--- config.mk ---
export PLATFORM = sky130hd
export DESIGN_NAME = biquad_coef_sched
export DESIGN_NICKNAME = d
export VERILOG_FILES = /design/src/rtl/biquad_pkg.sv /design/src/rtl/biquad_coef_sched_tick_gen.sv /design/src/rtl/biquad_coef_sched.sv
export SDC_FILE = /design/constraint.sdc
export NUM_CORES = 1
export LEC_CHECK = 0
export BUFFER_PORTS_ARGS = -buffer_cell sky130_fd_sc_hd__buf_2
export CORE_UTILIZATION = 25
export DETAILED_ROUTE_END_ITERATION = 6
export SETUP_SLACK_MARGIN = 0.5
export SYNTH_ARGS = -nofsm -noshare
export SYNTH_HDL_FRONTEND = slang
export SYNTH_HIERARCHICAL = 1
export SYNTH_SLANG_ARGS = --single-unit
--- constraint.sdc ---
create_clock -name clk -period 12.1 [get_ports clk]
set_input_delay 1.815 -clock clk [delete_from_list [all_inputs] [get_ports clk]]
set_output_delay 1.815 -clock clk [all_outputs]
set_load 0.02 [all_outputs]
--- src/rtl/biquad_pkg.sv ---
// biquad_pkg: shared coefficient indices, FSM state encoding and default data width
package biquad_pkg;
    localparam int DEF_DW   = 32;
    localparam int NUM_COEF = 6;
    localparam logic [2:0] COEF_B0 = 3'd0;
    localparam logic [2:0] COEF_B1 = 3'd1;
    localparam logic [2:0] COEF_B2 = 3'd2;
    localparam logic [2:0] COEF_A0 = 3'd3;
    localparam logic [2:0] COEF_A1 = 3'd4;
    localparam logic [2:0] COEF_A2 = 3'd5;
    typedef enum logic [1:0] {IDLE, RUN, PEND} state_t;
endpackage

--- src/rtl/biquad_coef_sched_tick_gen.sv ---
// sample_tick_gen: programmable divider producing a registered one-cycle sample strobe and a strobe count
// Ports: clk/rst (async active-high), i_en run enable, i_div period-1,
//        o_stb one strobe per i_div+1 cycles, o_cnt strobes issued (wrapping)
module sample_tick_gen #(
    parameter int DIV_W = 16,
    parameter int CNT_W = 16
) (
    input  logic             clk,
    input  logic             rst,
    input  logic             i_en,
    input  logic [DIV_W-1:0] i_div,
    output logic             o_stb,
    output logic [CNT_W-1:0] o_cnt
);
    logic [DIV_W-1:0] r_div_cnt;
    logic             r_stb;
    logic [CNT_W-1:0] r_cnt;
    logic             w_hit;

    // >= rather than == so lowering i_div below the running count still terminates the period
    assign w_hit = r_div_cnt >= i_div;
    assign o_stb = r_stb;
    assign o_cnt = r_cnt;

    always_ff @(posedge clk or posedge rst) begin
        if (rst) begin
            r_div_cnt <= '0;
            r_stb     <= 1'b0;
            r_cnt     <= '0;
        end else begin
            r_div_cnt <= (!i_en || w_hit) ? '0 : r_div_cnt + DIV_W'(1);
            r_stb     <= i_en && w_hit;
            r_cnt     <= r_cnt + CNT_W'(r_stb);
        end
    end
endmodule

--- src/rtl/biquad_coef_sched.sv ---
// biquad_coef_sched: sample strobe sequencing plus shadow/active biquad coefficient banks with sample-aligned commit
// Ports: clk/rst (async active-high); i_en run enable; i_div divider (strobe every i_div+1 cycles);
//        i_cfg_we/i_cfg_addr/i_cfg_wdata shadow write; i_cfg_commit copy shadow to active;
//        o_cfg_busy commit pending; o_cfg_done/o_cfg_err one-cycle status pulses;
//        o_sample_stb/o_sample_cnt filter enable and strobe count; o_b0..o_a2 active coefficients
module biquad_coef_sched
    import biquad_pkg::*;
#(
    parameter int DW    = DEF_DW,
    parameter int DIV_W = 16,
    parameter int CNT_W = 16
) (
    input  logic             clk,
    input  logic             rst,
    input  logic             i_en,
    input  logic [DIV_W-1:0] i_div,
    input  logic             i_cfg_we,
    input  logic [2:0]       i_cfg_addr,
    input  logic [DW-1:0]    i_cfg_wdata,
    input  logic             i_cfg_commit,
    output logic             o_cfg_busy,
    output logic             o_cfg_done,
    output logic             o_cfg_err,
    output logic             o_sample_stb,
    output logic [CNT_W-1:0] o_sample_cnt,
    output logic [DW-1:0]    o_b0,
    output logic [DW-1:0]    o_b1,
    output logic [DW-1:0]    o_b2,
    output logic [DW-1:0]    o_a0,
    output logic [DW-1:0]    o_a1,
    output logic [DW-1:0]    o_a2
);
    state_t        r_state, w_state_nxt;
    logic          r_busy, r_done, r_err;
    logic          w_stb, w_pend, w_wr_ok, w_err, w_swap;
    logic [DW-1:0] r_shadow [NUM_COEF];
    logic [DW-1:0] r_active [NUM_COEF];
    logic [DW-1:0] w_shadow_nxt [NUM_COEF];

    sample_tick_gen #(.DIV_W(DIV_W), .CNT_W(CNT_W)) u_tick (
        .clk   (clk),
        .rst   (rst),
        .i_en  (i_en),
        .i_div (i_div),
        .o_stb (w_stb),
        .o_cnt (o_sample_cnt)
    );

    always_comb begin
        w_pend      = r_state == PEND;
        w_wr_ok     = i_cfg_we && (i_cfg_addr < 3'(NUM_COEF)) && !w_pend;
        w_err       = (i_cfg_we && !w_wr_ok) || (i_cfg_commit && w_pend);
        w_swap      = 1'b0;
        w_state_nxt = r_state;
        if (r_state == IDLE) begin
            w_swap      = i_cfg_commit;
            w_state_nxt = i_en ? RUN : IDLE;
        end else if (r_state == RUN) begin
            w_state_nxt = i_cfg_commit ? PEND : (i_en ? RUN : IDLE);
        end else begin
            // w_stb is the registered strobe, so this edge ends the strobe cycle: the filter
            // takes that sample with the old set and the new set applies from the next one
            w_swap      = w_stb || !i_en;
            w_state_nxt = w_swap ? (i_en ? RUN : IDLE) : PEND;
        end
        // merged view lets a write issued with a commit be included in that commit
        for (int i = 0; i < NUM_COEF; i++)
            w_shadow_nxt[i] = (w_wr_ok && i_cfg_addr == 3'(i)) ? i_cfg_wdata : r_shadow[i];
    end

    always_ff @(posedge clk or posedge rst) begin
        if (rst) r_state <= IDLE;
        else     r_state <= w_state_nxt;
    end

    always_ff @(posedge clk or posedge rst) begin
        if (rst) begin
            r_shadow <= '{default: '0};
            r_active <= '{default: '0};
            r_busy   <= 1'b0;
            r_done   <= 1'b0;
            r_err    <= 1'b0;
        end else begin
            r_shadow <= w_shadow_nxt;
            if (w_swap) r_active <= w_shadow_nxt;
            r_busy   <= w_state_nxt == PEND;
            r_done   <= w_swap;
            r_err    <= w_err;
        end
    end

    assign o_cfg_busy   = r_busy;
    assign o_cfg_done   = r_done;
    assign o_cfg_err    = r_err;
    assign o_sample_stb = w_stb;
    assign o_b0         = r_active[COEF_B0];
    assign o_b1         = r_active[COEF_B1];
    assign o_b2         = r_active[COEF_B2];
    assign o_a0         = r_active[COEF_A0];
    assign o_a1         = r_active[COEF_A1];
    assign o_a2         = r_active[COEF_A2];
endmodule

==> results.ini <==
[power]
p_per_area_nw_per_um2 = 222
ir_drop_mv = 0.108
leakage_nw = 9.91
p_total_mw = 5.06

[sta]
fin_crit_sh_pct = 32.3
worst_slew_pin_slew_ps = 1240
setup_viol = 0
rsz0062_at_grt = no
finClkSkew_ps = 18.6
hold_violations = 0
drv_slew = 0
post-route-min-period_ps = 3910
setup_ws_ps = 8190
maxSlewHeadroom_pct = 17.3
fmaxAchievable_ghz = 0.256
setup_tns_ps = 0

[finish]
n_fill_cell = 7745
multi_input_area_um2 = 7710
final_layout_size_suffix_gt1_share_pct = 22.0
final-seq-area_um2 = 10600
nNetsFinal = 1980
areaGrowthSynthToFinish_pct = 19.0

[grt]
antenna_found_initial = 15
grt_max_degree = 223
gr-usage-all-layers_pct = 17.9
grt_pass1_wl_mm = 106
overflow = 0
grt_pass1_vias = 16200

[place]
dp_slack_ps = 7610
dp_hpwl_mm = 43.0
portBuffers = 267
gp_congestion = 0.781

[critical_path]
crit_type = in -> reg
cpPeakStageDelay_ps = 930
start_kind = input pin
worstPathMaxFanout = 122
cpMostUsedCell = buf_4
r2r_start = r_state[1]$_DFF_PP0_
crit_path_end_kind = flip-flop
cp-startpoint = i_cfg_addr[2]
cpLargestDelayFamily = buffers and inverters
path_buf_inv = 3
crit_chain = buf_6 -> buf_4 -> buf_4 -> o31ai_1 -> a31oi_1
arrival_ps = 4410
critPathSlowestCell = buf_4
worstPathRequired_ps = 12600

[clock_tree]
clkTransAtPathRegs_ps = 60
worst_skew_pair.late_latency_ps = 590
htree_num_levels = 2
post_cts_buffers = 0
clock_path_buffers = 3
numCtsBuffers = 49
cts.repair.resized = 0
cts_hold_buffers = 0
cts-root-buf = clkbuf_16
clock-sinks = 422
cts_tree = built

[floorplan]
die-height_um = 279
start_util_pct = 25.3
pin_count = 268
row_count = 101
core-area_um2 = 75800
fp.dieW_um = 279
die-area_um2 = 77700

[detailed_routing]
wl_per_cell_um = 24.3
vias = 16100
postRouteAntennaNets = 0
drc_errors = 0
first_pass_iters = 6
wl_mm = 71.1
drt_iter0_markers = 1462
via_per_inst = 5.51

[synth]
syn_avg_cell_area_um2 = 10.8
ys_seq_elements = 422
synth_flop_cell = dfrtp_1
yosysSeqAreaShare_pct = 55.1
yosys_warnings = 6
syn_inst = 1767
synth-edff-count = 0
synth-async-reset-ratio_pct = 100
synthesis.area_um2 = 19200
synth.distinct_cells = 36
syn-num-nets = 1842

[status]
status = completed

[min_path]
hp-start = r_shadow[40]$_DFF_PP0_
hp-class = reg -> reg

[flow_run]
drv_cap = 0

[worst register-to-register path, delay by kind of cell (launching register included)]
family	cells	cell delay (ps)
flip-flops	1	460
AO/OA/AOI/OAI	1	90
AND/OR/NAND/NOR	2	1080
buffers and inverters	2	1660
[placed cells by master, fill, tap and decap left out, types with 4 or more instances in the layout]
cell and n:
nand2_1 206, or4b_2 39, o21ai_0 5, clkinv_2 8, xor2_1 5, clkinvlp_4 4
clkbuf_8 12, buf_4 29, ha_1 19, clkbuf_16 51, inv_1 22, and3_1 13
a31oi_1 194, dfrtp_1 421, clkbuf_1 10, a211oi_1 192, nand3_1 13, a21oi_1 6
xnor2_1 23, nand4_1 35, o31ai_1 192, buf_2 266, nor2_1 22, or4b_1 119
diode_2 10
[synth_stat cells (6+ instances only)]
master	instances	area (um^2)
dfrtp_1	422	10600
nand2_1	206	773
a31oi_1	194	1210
a211oi_1	192	1440
o31ai_1	192	1440
clkbuf_1	182	683
or4b_1	119	1190
or4b_2	39	390
nand4_1	35	219
inv_1	23	86.3
xnor2_1	23	201
nor2_1	22	82.6
ha_1	19	238
buf_1	14	52.6
nand3_1	14	70.1
and3_1	13	81.3
buf_2	7	35.0
a21oi_1	6	30.0
buf_6	6	67.6
[sequential cells by signal, indices dropped and copies added, names as in the netlist]
signal and cells:
o_a0 32, o_a1 32, o_a2 32, o_b0 32
o_b1 32, o_b2 32, o_cfg_busy 1, o_cfg_done 1
o_cfg_err 1, r_shadow 192, r_state 2, u_tick/o_cnt 16
u_tick/o_stb 1, u_tick/r_div_cnt 16
[layout make-up]
type                    instances  share of cell area (%)
well taps                     978                    5.37
multi-input cells            1112                    33.8
clock inverters                16                   0.560
repair buffers                297                    6.93
clock buffers                  73                    6.49
inverters                      23                   0.395
flip-flops and latches        422                    46.3
diodes                         10                   0.110
[routing by layer]
layer | part of all wire (%) | GRT usage (%) | up-vias
li1 | - | - | 7147
met1 | 41 | 23.0 | 8226
met2 | 46 | 27.4 | 611
met3 | 8.4 | 5.52 | 145
met4 | 4.5 | 8.44 | 8
met5 | 0.063 | 0 | -
[cell families after synthesis]
family / synth area share [%]
fa+ha+maj: 1.24
buf+inv: 4.87
xor+xnor: 1.28
compound gates: 21.9
flops: 55.1
simple gates: 15.6
[per-stage QoR]
stage,instances,hold slack [ps],utilization (%),cell area [um^2]
after floorplan,1767,457,-,19200
after global placement,2832,467,27.9,21200
after detailed placement,2832,466,27.9,21200
after CTS,2921,484,30.0,22800
after global routing,2927,505,30.1,22800
final,2931,486,30.1,22800
[power breakdown]
part           internal, mW  total (mW)  leakage, nW  switching, mW
Combinational         0.463        1.51         3.94           1.05
Sequential             1.83        2.07         5.18          0.241
Clock                 0.866        1.48        0.789          0.619
[path summary, 6_finish.rpt]
path	cells after the start	slack (ps)	end
setup / recovery	5	8190	o_b0[26]$_DFFE_PP0P_
hold / removal	2	490	r_shadow[40]$_DFF_PP0_
setup reg to reg	5	8630	o_b2[6]$_DFFE_PP0P_
hold reg to reg	2	490	r_shadow[40]$_DFF_PP0_
max in group asynchronous	4	8350	o_b0[2]$_DFFE_PP0P_
min in group asynchronous	2	1250	u_tick/r_div_cnt[15]$_DFF_PP0_
(Power assumes the default switching activity.)
